<file path="config.mk">
export PLATFORM = sky130hd
export DESIGN_NAME = systolic_sequencer
export DESIGN_NICKNAME = d
export VERILOG_FILES = /design/src/rtl/tpu_ctrl_pkg.sv /design/src/rtl/systolic_sequencer_sat_counter.sv /design/src/rtl/systolic_sequencer.sv
export SDC_FILE = /design/constraint.sdc
export NUM_CORES = 1
export LEC_CHECK = 0
export CAP_MARGIN = 30
export CELL_PAD_IN_SITES_DETAIL_PLACEMENT = 2
export CELL_PAD_IN_SITES_GLOBAL_PLACEMENT = 2
export CORE_MARGIN = 1.5
export CORE_UTILIZATION = 31
export CTS_BUF_LIST = sky130_fd_sc_hd__clkbuf_16
export CTS_CLUSTER_DIAMETER = 50
export DETAILED_ROUTE_END_ITERATION = 16
export GPL_ROUTABILITY_DRIVEN = 0
export PLACE_DENSITY_LB_ADDON = 0.1
export SYNTH_ARGS = -nofsm -noshare
export SYNTH_HDL_FRONTEND = slang
export SYNTH_SLANG_ARGS = --single-unit
export TNS_END_PERCENT = 1
</file>
<file path="constraint.sdc">
create_clock -name clk -period 3 [get_ports clk]
set_input_delay 0.3 -clock clk [delete_from_list [all_inputs] [get_ports clk]]
set_output_delay 0.3 -clock clk [all_outputs]
set_load 0.02 [all_outputs]
</file>
<file path="src/rtl/tpu_ctrl_pkg.sv">
// Shared control definitions for the systolic tile sequencer:
// FSM state encoding, stream length helper and default drain length.
package tpu_ctrl_pkg;

    typedef enum logic [2:0] {
        IDLE   = 3'd0,
        FETCH  = 3'd1,
        STREAM = 3'd2,
        DRAIN  = 3'd3,
        FINISH = 3'd4
    } seq_state_t;

    localparam int SEQ_N_DEFAULT = 4;

    // A systolic array of dimension N drains in N cycles.
    localparam int DRAIN_LEN = SEQ_N_DEFAULT;

    // A skewed N-wide wavefront needs 2N-1 shifts to cross the array.
    function automatic int stream_len(input int n);
        return 2 * n - 1;
    endfunction

endpackage

</file>
<file path="src/rtl/systolic_sequencer_sat_counter.sv">
// Saturating event counter with synchronous clear, used for the optional
// sequencer performance counters (built only with SEQ_PERF_CNT_EN).
`ifdef SEQ_PERF_CNT_EN
module sat_counter #(
    parameter int W = 32
) (
    input  logic         clk,
    input  logic         reset_n,
    input  logic         i_inc,
    input  logic         i_clr,
    output logic [W-1:0] o_cnt
);

    logic [W-1:0] r_cnt;

    always_ff @(posedge clk) begin
        if (!reset_n) begin
            r_cnt <= '0;
        end else if (i_clr) begin
            r_cnt <= '0;
        end else if (i_inc && (r_cnt != '1)) begin
            r_cnt <= r_cnt + 1'b1;
        end
    end

    assign o_cnt = r_cnt;

endmodule
`endif

</file>
<file path="src/rtl/systolic_sequencer.sv">
// Control FSM sequencing tile fetch, skewed streaming and drain of a systolic
// array. Optional perf counters are enabled with the SEQ_PERF_CNT_EN macro.
module systolic_sequencer
    import tpu_ctrl_pkg::*;
#(
    parameter int N          = SEQ_N_DEFAULT,
    parameter int TILE_CNT_W = 8
) (
    input  logic                  clk,
    input  logic                  reset_n,
    input  logic                  cmd_valid,
    output logic                  cmd_ready,
    input  logic [TILE_CNT_W-1:0] cmd_tiles,
    output logic                  tile_req,
    input  logic                  tile_valid,
    output logic                  arr_load,
    output logic                  arr_step,
    output logic                  pe_clear,
    output logic                  pe_acc_en,
    output logic                  busy,
    output logic                  done,
    output logic                  result_valid
`ifdef SEQ_PERF_CNT_EN
    ,
    output logic [31:0]           perf_busy_cyc,
    output logic [31:0]           perf_stall_cyc
`endif
);

    localparam int STREAM_LEN = stream_len(N);
    localparam int STEP_W     = $clog2(2 * N - 1) + 1;

    localparam logic [STEP_W-1:0] STEP_STREAM_LAST = STEP_W'(STREAM_LEN - 1);
    // Drain length tracks the instance's N rather than the package default.
    localparam logic [STEP_W-1:0] STEP_DRAIN_LAST  = STEP_W'(N - 1);

    seq_state_t            r_state, w_state_nxt;
    logic [TILE_CNT_W-1:0] r_rem, w_rem_nxt;
    logic [STEP_W-1:0]     r_step, w_step_nxt;
    logic                  r_result_valid, w_result_valid_nxt;

    // NOTE: state registers use non-blocking assignments so every flop samples
    // the values from before this edge, independent of statement order.
    always_ff @(posedge clk) begin
        if (!reset_n) begin
            r_state        <= IDLE;
            r_rem          <= '0;
            r_step         <= '0;
            r_result_valid <= 1'b0;
        end else begin
            r_state        <= w_state_nxt;
            r_rem          <= w_rem_nxt;
            r_step         <= w_step_nxt;
            r_result_valid <= w_result_valid_nxt;
        end
    end

    // NOTE: every signal driven here gets a default first, so no path through
    // the case statement can leave one unassigned and infer a latch.
    always_comb begin
        w_state_nxt        = r_state;
        w_rem_nxt          = r_rem;
        w_step_nxt         = r_step;
        w_result_valid_nxt = r_result_valid;
        cmd_ready          = 1'b0;
        tile_req           = 1'b0;
        arr_load           = 1'b0;
        arr_step           = 1'b0;
        pe_clear           = 1'b0;
        pe_acc_en          = 1'b0;
        done               = 1'b0;

        unique case (r_state)
            IDLE: begin
                cmd_ready = 1'b1;
                if (cmd_valid) begin
                    pe_clear           = 1'b1;
                    w_result_valid_nxt = 1'b0;
                    w_rem_nxt          = cmd_tiles;
                    w_state_nxt        = (cmd_tiles == '0) ? FINISH : FETCH;
                end
            end
            FETCH: begin
                tile_req = 1'b1;
                if (tile_valid) begin
                    // FETCH is only entered with r_rem != 0, so this never wraps.
                    arr_load    = 1'b1;
                    w_rem_nxt   = r_rem - 1'b1;
                    w_step_nxt  = '0;
                    w_state_nxt = STREAM;
                end
            end
            STREAM: begin
                arr_step  = 1'b1;
                pe_acc_en = 1'b1;
                if (r_step == STEP_STREAM_LAST) begin
                    w_step_nxt  = '0;
                    w_state_nxt = (r_rem != '0) ? FETCH : DRAIN;
                end else begin
                    w_step_nxt = r_step + 1'b1;
                end
            end
            DRAIN: begin
                pe_acc_en = 1'b1;
                if (r_step == STEP_DRAIN_LAST) begin
                    w_step_nxt  = '0;
                    w_state_nxt = FINISH;
                end else begin
                    w_step_nxt = r_step + 1'b1;
                end
            end
            FINISH: begin
                done               = 1'b1;
                w_result_valid_nxt = 1'b1;
                w_state_nxt        = IDLE;
            end
            default: begin
                w_state_nxt = IDLE;
            end
        endcase
    end

    assign busy         = (r_state != IDLE);
    assign result_valid = r_result_valid;

`ifdef SEQ_PERF_CNT_EN
    logic w_accept;
    logic w_stall;

    assign w_accept = cmd_ready & cmd_valid;
    assign w_stall  = (r_state == FETCH) & ~tile_valid;

    sat_counter #(.W(32)) u_busy_cnt (
        .clk     (clk),
        .reset_n (reset_n),
        .i_inc   (busy),
        .i_clr   (w_accept),
        .o_cnt   (perf_busy_cyc)
    );

    sat_counter #(.W(32)) u_stall_cnt (
        .clk     (clk),
        .reset_n (reset_n),
        .i_inc   (w_stall),
        .i_clr   (w_accept),
        .o_cnt   (perf_stall_cyc)
    );
`endif

endmodule
</file>
==> qor.yml <==
outcome: "complete, no violations"
first_iter_violations: 20
nNetsFinal: 172
required_ns: 2.70
cp_data_arrival_time_ns: 2.13
clk_latency_ns: 0.25
ioPinCount: 21
start_kind: "flop"
drc: 0
track_usage_pct: 21.3
n_fill_cell: 400
met1_length_um: 1630
start_util_pct: 32.2
rrSetupSlack_ns: 1.22
highest_layer: "met4"
grt_pass1_vias: 1175
timing.final.crit_share_pct: 81.0
reg2regPathDepth: 4
r2r_start: "r_state[0]$_SDFFE_PN0P_"
clock-root-buffer: "clkbuf_16"
synth_nets: 151
p_sw_share_pct: 46.0
crit_type: "reg2out"
synthFlopType: "dfxtp_1"
p_seq_share_pct: 26.2
min_from: "result_valid$_SDFFE_PN0P_"
combinationalPowerShare_pct: 55.0
die_y_um: 61.9
synth_cell_types: 49
clock_sinks: 16
dieArea_mm2: 0.00383
p_per_area_mw_per_mm2: 1030
drt_wl_total_um: 3580
yosysWarnings: 0
grt_max_degree: 15
antenna_cells: 0
rsz0062_at_grt: "no"
clkTransAtPathRegs_ns: 0.05
yosys.area.top_type: "dfxtp_1"
wl_met2_um: 1740
synthCells: 135
dr.pass1.iters: 4
via_count: 1106
rows: 21
clock_skew_ns: 0.00142
whs_endpoint: "result_valid$_SDFFE_PN0P_"
via_per_inst: 5.50
tightest_slew_ns: 0.473
instances_no_fill: 201
hold_depth: 2
holdBufCountCts: 0
dp_hpwl_um: 2670
antenna_found_initial: 0
syn_area_mm2: 0.00107
met3_length_um: 151
final-seq-area_um2: 320
ys_async_sr_fraction_pct: 0
min_path_type: "reg2reg"
setup_viol: 0
ant_nets: 0
max_slew_margin_pct: 68.2
coreArea_mm2: 0.00334
fin_tns_setup_ns: 0
p_int_w: 0.000773
cp_max_fo: 14
synth_edf_count: 0
timing.max_cap.violations: 0
reg2reg_to: "r_state[0]$_SDFFE_PN0P_"
switchingPower_w: 0.000658
cts_resized: 0
post-route-util_pct: 41.5
overflow: 0
cts_max_path_buffers: 2
syn_to_final_growth_pct: 28.9
dp.cells: 197
cts_tree: "yes"
multi_input_area_um2: 682
placement.io_buffers: 20
seq_area_frac_synth_pct: 29.8
synth_area_leaders: "dfxtp_1 30%, a21oi_1 5.6%, ha_1 4.7%"
power_frac_clock_pct: 18.8
drive_above_1_share_pct: 12.3
hold_viol: 0
synth-seq-cells: 16
htreeDepth: 1
die_w_um: 61.9
avgSynthCellArea_um2: 7.96
endpoint_kind: "primary output"
cts_buffers: 3
synth_top_area_share_pct: 29.8
fmax_mhz: 411
leakage_nw: 0.507
period_needed_ns: 2.43
wire_per_inst_um: 17.8
drv_slew: 0
grt_pass1_wl_um: 5840
post_cts_buffers: 0
ir_drop_mv: 0.355
==> cells in the mapped netlist, types with 3 or more instances <==
cell,number
a211oi_1,4
a21oi_1,12
buf_2,3
dfxtp_1,16
ha_1,4
inv_1,9
nand2_1,10
nor2_1,12
nor3_1,4
nor4_1,3
o21ai_0,9
==> sequential cells by signal, summed over array words and instances, names as in the netlist <==
name	cells
r_rem	8
result_valid	1
r_state	3
r_step	4
==> area by class of cell <==
cell class,count,area share (%)
timing repair buffer,20,14.5
sequential,16,23.1
tap,46,4.16
multi-input combinational,103,49.2
clock inverter,1,0.271
clock buffer,3,5.42
inverter,12,3.34
==> kinds of logic after synthesis <==
family,share of synthesized area [%]
flip-flops,29.8
multiplexers,1.05
AO/OA/AOI/OAI,27.7
AND/OR/NAND/NOR,30.0
adder cells (fa/ha/maj),4.66
buffers and inverters,6.75
==> metrics by stage <==
step           hold slack [ns]  area [µm²]  power (W)  setup WS, ns
3_5_place_dp             0.489        1310    0.00116         0.841
2_1_floorplan            0.459        1070   0.000896          1.29
5_1_grt                  0.535        1390    0.00155         0.461
4_1_cts                  0.497        1390    0.00145         0.572
3_3_place_gp             0.467        1310    0.00112         0.891
6_report                 0.495        1390    0.00143         0.569
==> per-layer routing <==
metal,track usage [%],vias to the layer above
met5,0,-
met3,3.31,7
met4,8.21,0
li1,-,539
met1,27.0,533
met2,36.2,27
==> worst max-delay path, stage by stage (launching register included) <==
cell             delay, ns
dfxtp_1               0.59
or3b_4                0.54
clkinv_2              0.13
clkdlybuf4s50_1       0.61
==> power by group through the flow <==
| stage | Sequential (W) | Combinational, W | Clock (W) |
|---|---|---|---|
| after floorplan | 0.000337 | 0.000560 | 0 |
| after global placement | 0.000372 | 0.000751 | 0 |
| after detailed placement | 0.000378 | 0.000780 | 0 |
| after CTS | 0.000374 | 0.000796 | 0.000275 |
| after global routing | 0.000390 | 0.000870 | 0.000288 |
| final | 0.000375 | 0.000787 | 0.000269 |
==> worst max path at each step <==
stage / endpoint / depth (start not counted) / slack, ns / from
global route: tile_req / 3 / 0.46 / r_state[0]$_SDFFE_PN0P_
finish: tile_req / 3 / 0.57 / r_state[0]$_SDFFE_PN0P_
CTS: tile_req / 3 / 0.57 / r_state[0]$_SDFFE_PN0P_
global placement: tile_req / 3 / 0.89 / r_state[0]$_SDFFE_PN0P_
floorplan: pe_clear / 4 / 1.29 / r_state[0]$_SDFFE_PN0P_
detailed placement: tile_req / 3 / 0.84 / r_state[0]$_SDFFE_PN0P_
==> layout by cell type, fill, tap and decap left out, types with 3 or more instances in the layout <==
cell type,netlist,layout
clkdlybuf4s50_1,0,20
dfxtp_1,16,16
nor2_1,12,12
a21oi_1,12,12
nand2_1,10,10
inv_1,9,9
o21ai_0,9,9
nor3_1,4,4
a211oi_1,4,4
ha_1,4,4
nor4_1,3,3
clkbuf_16,0,3
(Power assumes the default switching activity.)
